**src/rtl/burst_enable_gen_if.sv**
```systemverilog
// Sequencer-to-burst-generator bundle: run request/abort, burst shape, and the enable/status outputs.
// The optional hold input exists only when BURST_HOLD_EN is defined.
interface burst_enable_gen_if #(
   parameter int LEN_W = 4,
   parameter int NB_W  = 3
);
   logic             start;
   logic             abort;
   logic [LEN_W-1:0] burst_len;
   logic [LEN_W-1:0] gap_len;
   logic [NB_W-1:0]  num_bursts;
   logic             enable;
   logic             busy;
   logic             done;
   logic [NB_W-1:0]  burst_idx;
`ifdef BURST_HOLD_EN
   logic             hold;

   modport master (output start, abort, burst_len, gap_len, num_bursts, hold,
                   input  enable, busy, done, burst_idx);
   modport slave  (input  start, abort, burst_len, gap_len, num_bursts, hold,
                   output enable, busy, done, burst_idx);
`else
   modport master (output start, abort, burst_len, gap_len, num_bursts,
                   input  enable, busy, done, burst_idx);
   modport slave  (input  start, abort, burst_len, gap_len, num_bursts,
                   output enable, busy, done, burst_idx);
`endif
endinterface

```
**src/rtl/burst_enable_gen.sv**
```systemverilog
// Emits N bursts of L enable cycles separated by G idle cycles, with a start/done handshake and abort.
// All outputs registered; defining BURST_HOLD_EN adds a hold input that pauses burst/gap counting.
module burst_enable_gen #(
   parameter int LEN_W = 4,
   parameter int NB_W  = 3
) (
   input  logic                clk,
   input  logic                rst,
   burst_enable_gen_if.slave   bus
);
   localparam logic [1:0] S_IDLE  = 2'd0;
   localparam logic [1:0] S_BURST = 2'd1;
   localparam logic [1:0] S_GAP   = 2'd2;
   localparam logic [1:0] S_DONE  = 2'd3;

   logic [1:0]       state;
   logic [LEN_W-1:0] len_q, gap_q, bcnt, gcnt;
   logic [NB_W-1:0]  nb_q, idx;
   logic             en_q, busy_q, done_q;
   logic             hold;
   logic             last_burst, burst_end, gap_end;

`ifdef BURST_HOLD_EN
   assign hold = bus.hold;
`else
   assign hold = 1'b0;
`endif

   // bcnt counts enable cycles issued in the current burst, including the one now on the output
   assign burst_end  = (bcnt == len_q);
   assign gap_end    = (gcnt == gap_q);
   assign last_burst = (idx == nb_q - NB_W'(1));

   always_ff @(posedge clk) begin
      if (rst) begin
         state  <= S_IDLE;
         len_q  <= '0;
         gap_q  <= '0;
         nb_q   <= '0;
         bcnt   <= '0;
         gcnt   <= '0;
         idx    <= '0;
         en_q   <= 1'b0;
         busy_q <= 1'b0;
         done_q <= 1'b0;
      end else begin
         case (state)
            S_IDLE: begin
               if (bus.start && !bus.abort) begin
                  len_q  <= bus.burst_len;
                  gap_q  <= bus.gap_len;
                  nb_q   <= bus.num_bursts;
                  idx    <= '0;
                  busy_q <= 1'b1;
                  if (bus.burst_len != '0 && bus.num_bursts != '0) begin
                     state <= S_BURST;
                     en_q  <= 1'b1;
                     bcnt  <= LEN_W'(1);
                  end else begin
                     state <= S_DONE;
                  end
               end
            end
            S_BURST: begin
               if (bus.abort) begin
                  state  <= S_IDLE;
                  en_q   <= 1'b0;
                  busy_q <= 1'b0;
                  idx    <= '0;
               end else if (burst_end) begin
                  if (last_burst) begin
                     state  <= S_DONE;
                     en_q   <= 1'b0;
                     busy_q <= 1'b0;
                     done_q <= 1'b1;
                     idx    <= '0;
                  end else begin
                     idx <= idx + NB_W'(1);
                     if (gap_q == '0) begin
                        en_q <= !hold;
                        bcnt <= hold ? '0 : LEN_W'(1);
                     end else begin
                        state <= S_GAP;
                        en_q  <= 1'b0;
                        gcnt  <= LEN_W'(1);
                     end
                  end
               end else if (hold) begin
                  en_q <= 1'b0;
               end else begin
                  en_q <= 1'b1;
                  bcnt <= bcnt + LEN_W'(1);
               end
            end
            S_GAP: begin
               if (bus.abort) begin
                  state  <= S_IDLE;
                  en_q   <= 1'b0;
                  busy_q <= 1'b0;
                  idx    <= '0;
               end else if (!hold) begin
                  if (gap_end) begin
                     state <= S_BURST;
                     en_q  <= 1'b1;
                     bcnt  <= LEN_W'(1);
                  end else begin
                     gcnt <= gcnt + LEN_W'(1);
                  end
               end
            end
            S_DONE: begin
               // An empty run arrives here with busy still high and done not yet shown
               if (!done_q) begin
                  done_q <= 1'b1;
                  busy_q <= 1'b0;
               end else begin
                  done_q <= 1'b0;
                  state  <= S_IDLE;
               end
            end
            default: state <= S_IDLE;
         endcase
      end
   end

   assign bus.enable    = en_q;
   assign bus.busy      = busy_q;
   assign bus.done      = done_q;
   assign bus.burst_idx = idx;
endmodule
```
**src/flat_wrapper.sv**
```systemverilog
// flat-port wrapper written by rule: the top's interface ports become plain ports
module burst_enable_gen_flat 
#(
   parameter int LEN_W = 4,
   parameter int NB_W  = 3
)
  (clk, rst, bus_start, bus_abort, bus_burst_len, bus_gap_len, bus_num_bursts, bus_enable, bus_busy, bus_done, bus_burst_idx);
  burst_enable_gen_if #(.LEN_W(LEN_W), .NB_W(NB_W)) bus_i ();
  input  logic clk;
  input  logic rst;
  input wire logic [$bits(bus_i.start)-1:0] bus_start;
  input wire logic [$bits(bus_i.abort)-1:0] bus_abort;
  input wire logic [$bits(bus_i.burst_len)-1:0] bus_burst_len;
  input wire logic [$bits(bus_i.gap_len)-1:0] bus_gap_len;
  input wire logic [$bits(bus_i.num_bursts)-1:0] bus_num_bursts;
  output wire logic [$bits(bus_i.enable)-1:0] bus_enable;
  output wire logic [$bits(bus_i.busy)-1:0] bus_busy;
  output wire logic [$bits(bus_i.done)-1:0] bus_done;
  output wire logic [$bits(bus_i.burst_idx)-1:0] bus_burst_idx;
  assign bus_i.start = bus_start;
  assign bus_i.abort = bus_abort;
  assign bus_i.burst_len = bus_burst_len;
  assign bus_i.gap_len = bus_gap_len;
  assign bus_i.num_bursts = bus_num_bursts;
  assign bus_enable = bus_i.enable;
  assign bus_busy = bus_i.busy;
  assign bus_done = bus_i.done;
  assign bus_burst_idx = bus_i.burst_idx;
  burst_enable_gen #(.LEN_W(LEN_W), .NB_W(NB_W)) u_core (.clk(clk), .rst(rst), .bus(bus_i));
endmodule
```
**config.mk**
```make
export PLATFORM = sky130hd
export DESIGN_NAME = burst_enable_gen_flat
export DESIGN_NICKNAME = d
export VERILOG_FILES = /design/src/rtl/burst_enable_gen_if.sv /design/src/rtl/burst_enable_gen.sv /design/src/flat_wrapper.sv
export SDC_FILE = /design/constraint.sdc
export NUM_CORES = 1
export LEC_CHECK = 0
export ABC_AREA = 1
export CORE_ASPECT_RATIO = 0.75
export CORE_MARGIN = 2
export CORE_UTILIZATION = 42
export DETAILED_ROUTE_END_ITERATION = 16
export DONT_BUFFER_PORTS = 1
export PLACE_DENSITY = 0.65
export SKIP_LAST_GASP = 1
export SLEW_MARGIN = 20
export SYNTH_ARGS = -nofsm -noshare
export SYNTH_HDL_FRONTEND = slang
export SYNTH_SLANG_ARGS = --single-unit
```
**constraint.sdc**
```tcl
create_clock -name clk -period 2.7 [get_ports clk]
set_clock_uncertainty 0.1 [all_clocks]
set_input_delay 0.675 -clock clk [delete_from_list [all_inputs] [get_ports clk]]
set_output_delay 0.675 -clock clk [all_outputs]
set_load 0.02 [all_outputs]
```
==> flow_summary.yaml <==
layout:
  final_util_pct: 45.8
  fill_cells: 429
  seq_area_um2: 541
  nets: 295
  multi_input_comb_area_um2: 1020
  drive_gt1_share_pct: 10.7
  n_antenna_cell: 0
  area_delta_synth_final_pct: 5.92
setup_path:
  path_buf_inv: 1
  cp.required_ns: 2.74
  path_class: "reg -> reg"
  arrival_ns: 2.03
  slowest_stage: "nand3_1"
  critical_path.top_delay_family: "simple AND/OR/NAND/NOR gates"
  cp-start-kind: "flop"
  r2r-start: "u_core.state[0]"
  cp_max_fo: 22
  crit_chain: "inv_1 -> ha_1 -> nand3_1 -> o21ai_0 -> a21oi_1"
  crit_path_end_kind: "flop"
  crit_start: "u_core.state[0]"
  max_stage_delay_ns: 0.56
logic_synthesis:
  syn_area_um2: 1730
  yosysWarnings: 0
  synth_xor_area_share_pct: 2.53
  synth_simple_gate_area_share_pct: 37.1
  synth_top_family_by_area: "simple AND/OR/NAND/NOR gates"
  synthTopCellsByArea: "dfxtp_1 31%, nand2_1 15%, inv_1 7.6%"
  synthMuxAreaShare_pct: 0
  synth_top_area_share_pct: 31.2
  yosysTopAreaCell: "dfxtp_1"
  ys_seq_elements: 27
  syn_inst: 270
  avgSynthCellArea_um2: 6.42
  synth.distinct_cells: 23
  synth_compound_area_share_pct: 12.9
  seq_area_frac_synth_pct: 31.2
  synthesis.nets: 294
  synthAdderAreaFrac_pct: 6.50
die:
  coreArea_um2: 4000
  die_w_um: 78.2
  fp-row-count: 20
  start_util_pct: 43.3
  die_area_um2: 4660
  num_io_pins: 21
  die-height_um: 59.6
grt:
  grt-ovfl-total: 0
  antenna_found_initial: 0
  grt_pass1_wl_mm: 5.99
  grt_max_degree: 23
  grt_pass1_vias: 1352
  gr-usage-all-layers_pct: 16.2
pwr:
  p_comb_share_pct: 49.4
  irDropWorstVdd_mv: 0.531
  seqPwrFrac_pct: 36.2
  finalPower_mw: 1.68
  p_clk_share_pct: 14.4
  switching_power_uw: 802
  p_int_uw: 880
  swShare_pct: 47.7
  power_density_nw_per_um2: 916
  total_leakage_power_nw: 0.811
clocking:
  htree_levels: 1
  clockBufferDepth: 2
  cts-hold-fix-buffers: 0
  clock-root-buffer: "clkbuf_8"
  insertion_delay_ns: 0.28
  cts_resized: 0
  cts_setup_buffers: 0
  numCtsBuffers: 3
  cts_sinks: 27
  cts_tree: "done"
  path_clk_slew_ns: 0.10
sta:
  setup_viol: 0
  worstMarginPinSlew_ns: 0.745
  timing.final.crit_share_pct: 73.6
  period_needed_ns: 1.99
  rsz0062_at_grt: "false"
  drv_slew: 0
  maxSlewHeadroom_pct: 50.2
  fmax_mhz: 503
  tns_ns: 0
  setup_slack_ns: 0.712
  finalHoldViolCount: 0
drt:
  dr.pass1.iters: 4
  drc: 0
  drt-met1-wl_mm: 1.94
  top_layer: "met4"
  dr_wl_met3_um: 157
  vias: 1524
  ant_nets: 0
  drt_iter0_drc: 61
  wl_mm: 3.54
  via_per_inst: 4.69
  met2_length_mm: 1.43
  routedWlPerCell_um: 10.9
outcome:
  run_status: "completed"
placed_design:
  post-place-ws_ns: 0.736
  post-dp-hpwl_mm: 2.72
  gp_congestion: 0.815
  portBuffers: 0
min_path:
  hold_class: "in -> reg"
  hold_start: "rst"
job:
  max-cap-violations: 0
-- through the flow --
step | instance area, um2 | instances | hold slack [ns]
detailed placement | 1790 | 321 | 0.354
global placement | 1790 | 321 | 0.361
global route | 1840 | 325 | 0.334
CTS | 1840 | 325 | 0.339
finish | 1840 | 325 | 0.345
floorplan | 1730 | 270 | 0.333
-- Yosys cell counts --
master	count
nand2_4	2
nand4_1	4
or2_0	1
nand2_1	71
ha_1	9
inv_2	6
a21oi_2	3
xor2_1	2
o21ai_1	1
clkbuf_1	4
nor2_4	2
nand3_1	20
xnor2_1	3
dfxtp_1	27
inv_1	35
nor3_1	1
a21oi_1	22
nor2_1	29
nand3_4	1
o21ai_0	15
nand2_2	5
nor2_2	6
a21boi_0	1
-- cell families (layout without fill, tap and decap cells) --
| family | after synthesis | count (layout) |
|---|---|---|
| simple gates | 142 | 142 |
| buf+inv | 45 | 45 |
| fa+ha+maj | 9 | 9 |
| flops | 27 | 27 |
| compound gates | 42 | 42 |
| xor+xnor | 5 | 5 |
-- layout make-up --
cell class              instances  area share (%)
well taps                      55            3.75
clock inverters                 1           0.409
multi-input cells             198            55.8
flip-flops and latches         27            29.4
clock buffers                   3            2.25
inverters                      41            8.38
-- power groups by stage --
| stage | registers (mW) | clock network [mW] | logic, mW |
|---|---|---|---|
| final | 0.610 | 0.242 | 0.830 |
| after global routing | 0.624 | 0.263 | 0.963 |
| after CTS | 0.611 | 0.249 | 0.835 |
| after detailed placement | 0.620 | 0 | 0.829 |
| after global placement | 0.620 | 0 | 0.830 |
| after floorplan | 0.597 | 0 | 0.697 |
-- sequential cells by signal, indices dropped and copies added (netlist names) --
register	cells
u_core.bcnt	4
u_core.bus.burst_idx	3
u_core.bus.busy	1
u_core.bus.done	1
u_core.bus.enable	1
u_core.gap_q	4
u_core.gcnt	4
u_core.len_q	4
u_core.nb_q	3
u_core.state	2
-- metal layers --
metal | track usage, % | vias to the layer above
li1 | - | 851
met1 | 23.1 | 653
met2 | 25.4 | 18
met3 | 3.66 | 2
met4 | 3.26 | 0
met5 | 0 | -
-- cells in the final DEF (no fill, tap or decap), drive strengths merged --
cell type / instances
nand4: 4
clkinvlp: 1
xnor2: 3
clkbuf: 3
inv: 41
xor2: 2
nand3: 21
ha: 9
dfxtp: 27
nand2: 78
o21ai: 16
nor2: 37
a21boi: 1
nor3: 1
a21oi: 25
or2: 1
-- worst paths after layout --
path                           to  slack (ns)  cells after the start
setup reg to reg  u_core.gap_q[0]        0.71                      5
hold / removal     u_core.bcnt[2]        0.35                      1
hold reg to reg    u_core.nb_q[1]        0.37                      2
setup / recovery  u_core.gap_q[0]        0.71                      5
Power figures use the tool's default switching activity.
